**src/rtl/cyberwar_pkg.sv**
```systemverilog
// Shared types and constants for the CyberWar match sequencing logic.
package cyberwar_pkg;

  localparam int unsigned DiffW = 9;

  typedef enum logic [2:0] {
    StIdle,
    StServe,
    StPlay,
    StHold,
    StOver
  } match_state_e;

  localparam logic [1:0] WinNone  = 2'b00;
  localparam logic [1:0] WinCom   = 2'b01;
  localparam logic [1:0] WinHuman = 2'b10;

endpackage

```
**src/rtl/hold_timer.sv**
```systemverilog
// Loadable down-counter; done is high while the count sits at zero.
module hold_timer #(
  parameter int unsigned Width = 3
) (
  input  logic             clk,
  input  logic             reset,
  input  logic             load,
  input  logic [Width-1:0] load_value,
  output logic             done
);

  logic [Width-1:0] count_q, count_d;

  // Load wins over counting; the counter parks at zero.
  always_comb begin
    count_d = count_q;
    if (load) begin
      count_d = load_value;
    end else if (count_q != '0) begin
      count_d = count_q - 1'b1;
    end
  end

  // Count register, synchronous active-low reset.
  always_ff @(posedge clk) begin
    if (!reset) begin
      count_q <= '0;
    end else begin
      count_q <= count_d;
    end
  end

  assign done = (count_q == '0);

endmodule

```
**src/rtl/match_controller.sv**
```systemverilog
// Match sequencer: serve, play, hold-after-point and game-over handling, with score keeping
// and a saturating computer threshold ramp driven by human points.
module match_controller #(
  parameter int unsigned WIN_SCORE   = 7,
  parameter int unsigned HOLD_CYCLES = 4,
  parameter int unsigned DIFF_STEP   = 32
) (
  input  logic       clk,
  input  logic       reset,
  input  logic       start,
  input  logic       p1_point,
  input  logic       p2_point,
  input  logic [8:0] base_diff,
  output logic       field_reset,
  output logic       play_en,
  output logic [2:0] p1_score,
  output logic [2:0] p2_score,
  output logic [8:0] difficulty,
  output logic       match_over,
  output logic [1:0] winner
);

  import cyberwar_pkg::*;

  localparam int unsigned HoldW    = $clog2(HOLD_CYCLES + 1);
  localparam logic [2:0]  WinScore = 3'(WIN_SCORE);
  // Loading HOLD_CYCLES-1 makes done coincide with the last hold cycle.
  localparam logic [HoldW-1:0] HoldLoad = HoldW'(HOLD_CYCLES - 1);
  localparam logic [DiffW:0]   DiffStep = (DIFF_STEP + 1 > (1 << DiffW)) ?
                                          (DiffW+1)'(1 << DiffW) : (DiffW+1)'(DIFF_STEP);

  match_state_e     state_q, state_d;
  logic [2:0]       p1_q, p1_d, p2_q, p2_d;
  logic [DiffW-1:0] diff_q, diff_d;
  logic [1:0]       winner_q, winner_d;
  logic             field_reset_q, play_en_q, match_over_q;
  logic             hold_load, hold_done;
  logic [2:0]       p1_inc, p2_inc;
  logic [DiffW:0]   diff_sum;

  hold_timer #(
    .Width(HoldW)
  ) u_hold_timer (
    .clk       (clk),
    .reset     (reset),
    .load      (hold_load),
    .load_value(HoldLoad),
    .done      (hold_done)
  );

  assign p1_inc   = p1_q + 3'd1;
  assign p2_inc   = p2_q + 3'd1;
  assign diff_sum = {1'b0, diff_q} + DiffStep;

  // Next-state and score/threshold update.
  always_comb begin
    state_d   = state_q;
    p1_d      = p1_q;
    p2_d      = p2_q;
    diff_d    = diff_q;
    winner_d  = winner_q;
    hold_load = 1'b0;
    unique case (state_q)
      StIdle, StOver: begin
        if (start) begin
          state_d  = StServe;
          p1_d     = 3'd0;
          p2_d     = 3'd0;
          diff_d   = base_diff;
          winner_d = WinNone;
        end
      end
      StServe: state_d = StPlay;
      StPlay: begin
        if (p1_point && p2_point) begin
          // Simultaneous points: replay without scoring.
          state_d   = StHold;
          hold_load = 1'b1;
        end else if (p1_point) begin
          p1_d = p1_inc;
          if (p1_inc == WinScore) begin
            state_d  = StOver;
            winner_d = WinCom;
          end else begin
            state_d   = StHold;
            hold_load = 1'b1;
          end
        end else if (p2_point) begin
          p2_d   = p2_inc;
          diff_d = diff_sum[DiffW] ? {DiffW{1'b1}} : diff_sum[DiffW-1:0];
          if (p2_inc == WinScore) begin
            state_d  = StOver;
            winner_d = WinHuman;
          end else begin
            state_d   = StHold;
            hold_load = 1'b1;
          end
        end
      end
      StHold: begin
        if (hold_done) begin
          state_d = StServe;
        end
      end
      default: state_d = StIdle;
    endcase
  end

  // State, score and registered output flags; flags follow the next state.
  always_ff @(posedge clk) begin
    if (!reset) begin
      state_q       <= StIdle;
      p1_q          <= 3'd0;
      p2_q          <= 3'd0;
      diff_q        <= base_diff;
      winner_q      <= WinNone;
      field_reset_q <= 1'b1;
      play_en_q     <= 1'b0;
      match_over_q  <= 1'b0;
    end else begin
      state_q       <= state_d;
      p1_q          <= p1_d;
      p2_q          <= p2_d;
      diff_q        <= diff_d;
      winner_q      <= winner_d;
      field_reset_q <= (state_d != StPlay);
      play_en_q     <= (state_d == StPlay);
      match_over_q  <= (state_d == StOver);
    end
  end

  // Reset holds the field immediately; play_en is masked alongside so the two never overlap.
  assign field_reset = field_reset_q | ~reset;
  assign play_en     = play_en_q & reset;
  assign p1_score    = p1_q;
  assign p2_score    = p2_q;
  assign difficulty  = diff_q;
  assign match_over  = match_over_q;
  assign winner      = winner_q;

endmodule

```
**config.mk**
```make
export PLATFORM = sky130hd
export DESIGN_NAME = match_controller
export DESIGN_NICKNAME = d
export VERILOG_FILES = /design/src/rtl/cyberwar_pkg.sv /design/src/rtl/hold_timer.sv /design/src/rtl/match_controller.sv
export SDC_FILE = /design/constraint.sdc
export NUM_CORES = 1
export LEC_CHECK = 0
export CORE_ASPECT_RATIO = 1.2
export CORE_MARGIN = 1
export CORE_UTILIZATION = 47
export CTS_CLUSTER_DIAMETER = 80
export DETAILED_ROUTE_END_ITERATION = 12
export GPL_TIMING_DRIVEN = 0
export PLACE_DENSITY = 0.82
export SLEW_MARGIN = 25
export SYNTH_ARGS = -nofsm -noshare
export SYNTH_HDL_FRONTEND = slang
export SYNTH_SLANG_ARGS = --single-unit
```
**constraint.sdc**
```tcl
create_clock -name clk -period 2.2 [get_ports clk]
set_clock_uncertainty 0.15 [all_clocks]
set_input_delay 0.44 -clock clk [delete_from_list [all_inputs] [get_ports clk]]
set_output_delay 0.44 -clock clk [all_outputs]
set_load 0.02 [all_outputs]
```
# --- After elaboration in Yosys (flattened, before gate mapping) ---
# Cells that the tools add are included.
# Widths: inputs -> output; s select.
totals:
  register_bits: 26
  elab_cells: 89
op_classes:
  addsub: 4
  n_eq_ne: 22
  muxes: 38
  bitwise_logic: 3
  reduce_logical: 12
ops:
  columns: ["cell", "n"]
  rows:
  - ["$mux 9", 6]
  - ["$mux 3", 13]
  - ["$ne 3x3->1 const B", 7]
  - ["$pmux 9 s2", 1]
  - ["$mux 2", 8]
  - ["$eq 3x3->1 const B", 4]
  - ["$pmux 3 s2", 2]
  - ["$pmux 3 s4", 1]
  - ["$add 9x6->10 const B", 1]
  - ["$ne 2x2->1 const B", 5]
  - ["$reduce_and 5->1", 2]
  - ["$eq 3x2->1 const B", 3]
  - ["$add 3x1->3 const B", 2]
  - ["$logic_not 3->1", 2]
  - ["$mux 1", 6]
  - ["$reduce_and 6->1", 1]
  - ["$pmux 2 s2", 1]
  - ["$reduce_and 4->1", 1]
  - ["$reduce_bool 2->1", 2]
  - ["$reduce_or 2->1", 2]
  - ["$eq 3x1->1 const B", 1]
  - ["$ne 3x1->1 const B", 1]
  - ["$ne 3x2->1 const B", 1]
  - ["$reduce_bool 3->1", 1]
  - ["5 further kinds", 5]

# --- Longest topological paths before layout ---
# Gate-level depths: netlist (run 1).
depth:
  depth_word: 8
  ltp_mapped: 6
  ltp_nobuf: 6

# --- Modules after synthesis ---
# From an unflattened synthesis (run 1), not the netlist that was laid out.
unflattened:
  hier_cells: 155
  area_unflattened_um2: 1373.8
modules_own_cells:
  columns: ["module", "instances", "cells_each", "area_per_inst_um2"]
  rows:
  - ["match_controller", 1, 133, 1168.6]
  - ["hold_timer", 1, 22, 205.2]

# --- Least setup slack after synthesis (run 1) ---
# Ideal clock, no wire load.
synth_timing:
  path_type: "register to register"
  start: "register p1_q[0] (netlist: p1_score[0])"
  end: "register winner_q[1] (netlist: winner[1])"
  setup_time_ns: 0.117
  arrival_ns: 1.627
  setup_slack_ns: 0.305
  stages_incl_launch_ff: 6
  path_buffers: 0
  period_less_slack_ns: 1.895
  cell_sequence: "dfxtp_1 ha_1 xnor2_1 nor4b_2 o21ai_1 a32o_1"
synth_via:
  elab_chain_cells: 4
synth_rtl:
  columns: ["item", "line_no", "source"]
  rows:
  - ["start: declaration", "match_controller.sv:33", "logic [2:0] p1_q, p1_d, p2_q, p2_d;"]
  - ["start signal: assignment", "match_controller.sv:122", "p1_q <= p1_d;"]
  - ["$add 3x1->3", "match_controller.sv:51", "assign p1_inc = p1_q + 3'd1;"]
  - ["$eq 3x3->1", "match_controller.sv:81", "if (p1_inc == WinScore) begin"]
  - ["$ne 3x3->1 (no line)", null, null]
  - ["$reduce_and 6->1 (no line)", null, null]
  - ["end signal: assignment", "match_controller.sv:116", "winner_q <= WinNone;"]
  - ["end signal: assignment", "match_controller.sv:125", "winner_q <= winner_d;"]
  - ["end: declaration", "match_controller.sv:35", "logic [1:0] winner_q, winner_d;"]
# No other way between the ends.
# A chain may end at the register's enable or synchronous reset.

# --- Worst setup path after layout (run 1) ---
layout_timing:
  start: "input port reset"
  end: "output port play_en"
layout_via:
  elab_chain_cells: 1
layout_rtl:
  columns: ["item", "line_no", "source"]
  rows:
  - ["start: declaration", "match_controller.sv:9", "input logic reset,"]
  - ["$and 1x1->1", "match_controller.sv:134", "assign play_en = play_en_q & reset;"]
  - ["end: declaration", "match_controller.sv:15", "output logic play_en,"]
# No other way between the ends.

==> results of run 1 <==
worst max-delay path, delay by kind of cell:
family	cells	cell delay (ns)
and+or+nand+nor	1	0.11
buffers and inverters	4	0.95
layout make-up:
type,count,area (um2)
Multi-Input combinational cell,100,725.7
Inverter,8,30.03
Timing Repair Buffer,33,324.1
Clock buffer,3,22.52
Tap cell,34,42.54
Clock inverter,1,30.03
Sequential cell,26,610.6
Fill cell,238,963.4
Buffer,4,36.28
sequential cells by signal (all words and copies together) (netlist names):
register / flops
difficulty: 9
field_reset_q: 1
match_over: 1
p1_score: 3
p2_score: 3
play_en_q: 1
state_q: 3
u_hold_timer.count_q: 3
winner: 2
placed cells by master, fill, tap and decap left out, types with 3 or more instances in the layout:
| cell | instances |
|---|---|
| nor2b_1 | 3 |
| edfxtp_1 | 9 |
| dfxtp_1 | 17 |
| nand2_1 | 5 |
| clkdlybuf4s50_1 | 31 |
| o21ai_0 | 4 |
| o21ai_1 | 5 |
| a21oi_1 | 8 |
| nand3_1 | 3 |
| inv_1 | 7 |
| ha_1 | 7 |
| and3_1 | 3 |
| nor2_1 | 15 |
| mux2i_1 | 4 |
| nand2b_1 | 5 |
| a32o_1 | 3 |
| xnor2_1 | 3 |
| clkbuf_4 | 3 |
report_power, final:
group | internal, mW | leakage (nW) | switching [mW]
logic | 0.222 | 0.442 | 0.240
registers | 0.572 | 0.229 | 0.0374
clock network | 0.184 | 0.0279 | 0.143
total | 0.979 | 0.698 | 0.420
stage by stage:
step | area, um2 | hold slack, ns | setup WS [ns]
after global placement | 1752 | 0.3330 | -0.6840
after floorplan | 1379 | 0.3572 | 0.3054
after CTS | 1818 | 0.3727 | 0.009937
after global routing | 1822 | 0.4119 | 0.01940
after detailed placement | 1752 | 0.3400 | -0.6790
final | 1822 | 0.3682 | 0.09281
logic make-up (layout without fill, tap and decap cells):
group	after synthesis	after routing
compound gates	32	32
fa+ha+maj	7	7
flops	26	26
buf+inv	12	49
mux	5	5
simple gates	53	53
xor+xnor	3	3
synthesized netlist by cell type, types with 2 or more instances:
cell and count:
a21oi_1 9, nand2b_1 6, dfxtp_1 17, edfxtp_1 9, a32o_1 3, nand3_1 3
o21ai_0 4, nand4bb_1 2, nor2b_1 3, or3b_1 2, and2_1 3, mux2i_1 4
nor2_1 15, and3_1 3, clkbuf_1 2, o21ai_1 5, xnor2_1 3, ha_1 7
nand2_1 5, inv_1 7, a21boi_1 2
final timing paths:
check	startpoint	end	slack (ns)	cells after the start
worst max register to register	p1_score[0]	winner[1]	0.17	5
worst min-delay path	winner[1]	winner[1]	0.37	1
worst min register to register	winner[1]	winner[1]	0.37	1
worst max-delay path	reset	play_en	0.09	5
per-layer routing:
| layer | share of wire (%) | global-route usage [%] |
|---|---|---|
| met4 | 1.5 | 9.653 |
| met3 | 5.1 | 2.469 |
| met5 | 0 | 0 |
| met1 | 41 | 21.67 |
| met2 | 52 | 36.55 |
what timing repair did:
item                       in CTS  in global routing
buffers inserted                0                  0
setup endpoints to repair       7                  5
resized for setup              11                  2
==> flow_metrics.env, run 1 <==
export IMPL_syn_avg_cell_area_um2=9.991
export IMPL_drtIter0Drc=33
export IMPL_p_leak_nw=0.6982
export IMPL_rsz0062_at_grt="false"
export IMPL_synth_ff_type="dfxtp_1"
export IMPL_finalCritPeriodShare_pct=95.78
export IMPL_clk_path_buf_depth=2
export IMPL_drive_gt1_share_pct=11.43
export IMPL_synthesis_nets=159
export IMPL_grt_pass1_wl_um=4554
export IMPL_final_cell_count_no_fill=209
export IMPL_synth_top_area_cell="dfxtp_1"
export IMPL_synth_edff_count=9
export IMPL_status="finished, final reports clean"
export IMPL_synth_seq_cells=26
export IMPL_finalSetupViolations=0
export IMPL_fp_row_count=21
export IMPL_grt_usage_pct=19.49
export IMPL_critical_path_endpoint_type="output port"
export IMPL_drt_wl_total_um=2878
export IMPL_synthXorXnorAreaFrac_pct=1.906
export IMPL_slowest_delay_ns=0.49
export IMPL_syn_inst=138
export IMPL_ys_warn_count=0
export IMPL_p_total_mw=1.399
export IMPL_synth_area_mux_share_pct=3.721
export IMPL_antenna_left=0
export IMPL_fmax_mhz=474.6
export IMPL_startpoint_type="primary input"
export IMPL_grt_pass1_vias=1057
export IMPL_synthTopCellsByArea="dfxtp_1, edfxtp_1, ha_1"
export IMPL_grt_antenna_before_repair=0
export IMPL_via_per_inst=5.450
export IMPL_yosys_area_share_simple_pct=24.14
export IMPL_cts_hold_buffers_added=0
export IMPL_utilization_pct=65.41
export IMPL_start_util_pct=49.51
export IMPL_p_per_area_mw_per_mm2=767.8
export IMPL_cts_tree="yes"
export IMPL_yosysTopAreaCellShare_pct=24.68
export IMPL_num_io_pins=34
export IMPL_die_w_um=51.45
export IMPL_port_buffers=33
export IMPL_placedCellCount=205
export IMPL_crit_fanout=10
export IMPL_hold_viol=0
export IMPL_cts_buffers=3
export IMPL_synth_fa_ha_area_share_pct=6.352
export IMPL_crit_chain="clkdlybuf4s50_1 -> buf_6 -> clkbuf_8 -> and2_1 -> buf_2"
export IMPL_routedWlPerCell_um=13.77
export IMPL_synth_distinct_cells=45
export IMPL_setup_tns_ns=0
export IMPL_critPathKind="in2out"
export IMPL_hpwl_um=2176
export IMPL_vias=1139
export IMPL_gp_congestion=0.8403
export IMPL_htree_num_levels=1
export IMPL_grt_max_degree=16
export IMPL_syn_area_mm2=0.001379
export IMPL_clk_latency_ns=0.33
export IMPL_crit_arrival_ns=1.52
export IMPL_relSlewSlack_pct=58.89
export IMPL_cap_violations=0
export IMPL_peakVddDrop_v=0.0006234
export IMPL_crit_slowest_cell="clkdlybuf4s50_1"
export IMPL_die_area_mm2=0.003155
export IMPL_path_clk_slew_ns=0.15
export IMPL_slew_violations=0
export IMPL_ys_seq_area_share_pct=44.28
export IMPL_area_delta_synth_final_pct=32.12
export IMPL_synth_top_family_by_area="simple AND/OR/NAND/NOR gates"
export IMPL_hp_class="reg2reg"
export IMPL_async_flop_share_pct=0
export IMPL_min_period_ns=2.107
export IMPL_n_antenna_cell=0
export IMPL_critPathRequiredTime_ns=1.61
export IMPL_nNetsFinal=197
export IMPL_clock_sinks=26
export IMPL_worstMarginPinSlew_ns=0.6150
export IMPL_die_h_um=61.34
export IMPL_drc=0
export IMPL_gr_total_overflow=0
export IMPL_core_mm2=0.002785
export IMPL_synth_compound_area_share_pct=15.97
export IMPL_drt_first_pass_iters=5
export IMPL_cts_root_buf="clkbuf_4"
No activity file was read; power rests on OpenSTA's default activity.
==> run 2, diff against run 1 <==
--- a/config.mk
+++ b/config.mk
@@ -12,7 +12,6 @@
 export DETAILED_ROUTE_END_ITERATION = 12
 export GPL_TIMING_DRIVEN = 0
 export PLACE_DENSITY = 0.82
-export SLEW_MARGIN = 25
 export SYNTH_ARGS = -nofsm -noshare
 export SYNTH_HDL_FRONTEND = slang
 export SYNTH_SLANG_ARGS = --single-unit
==> results of run 2 <==
No change in the layout: final DEF, timing and power equal those of run 1.
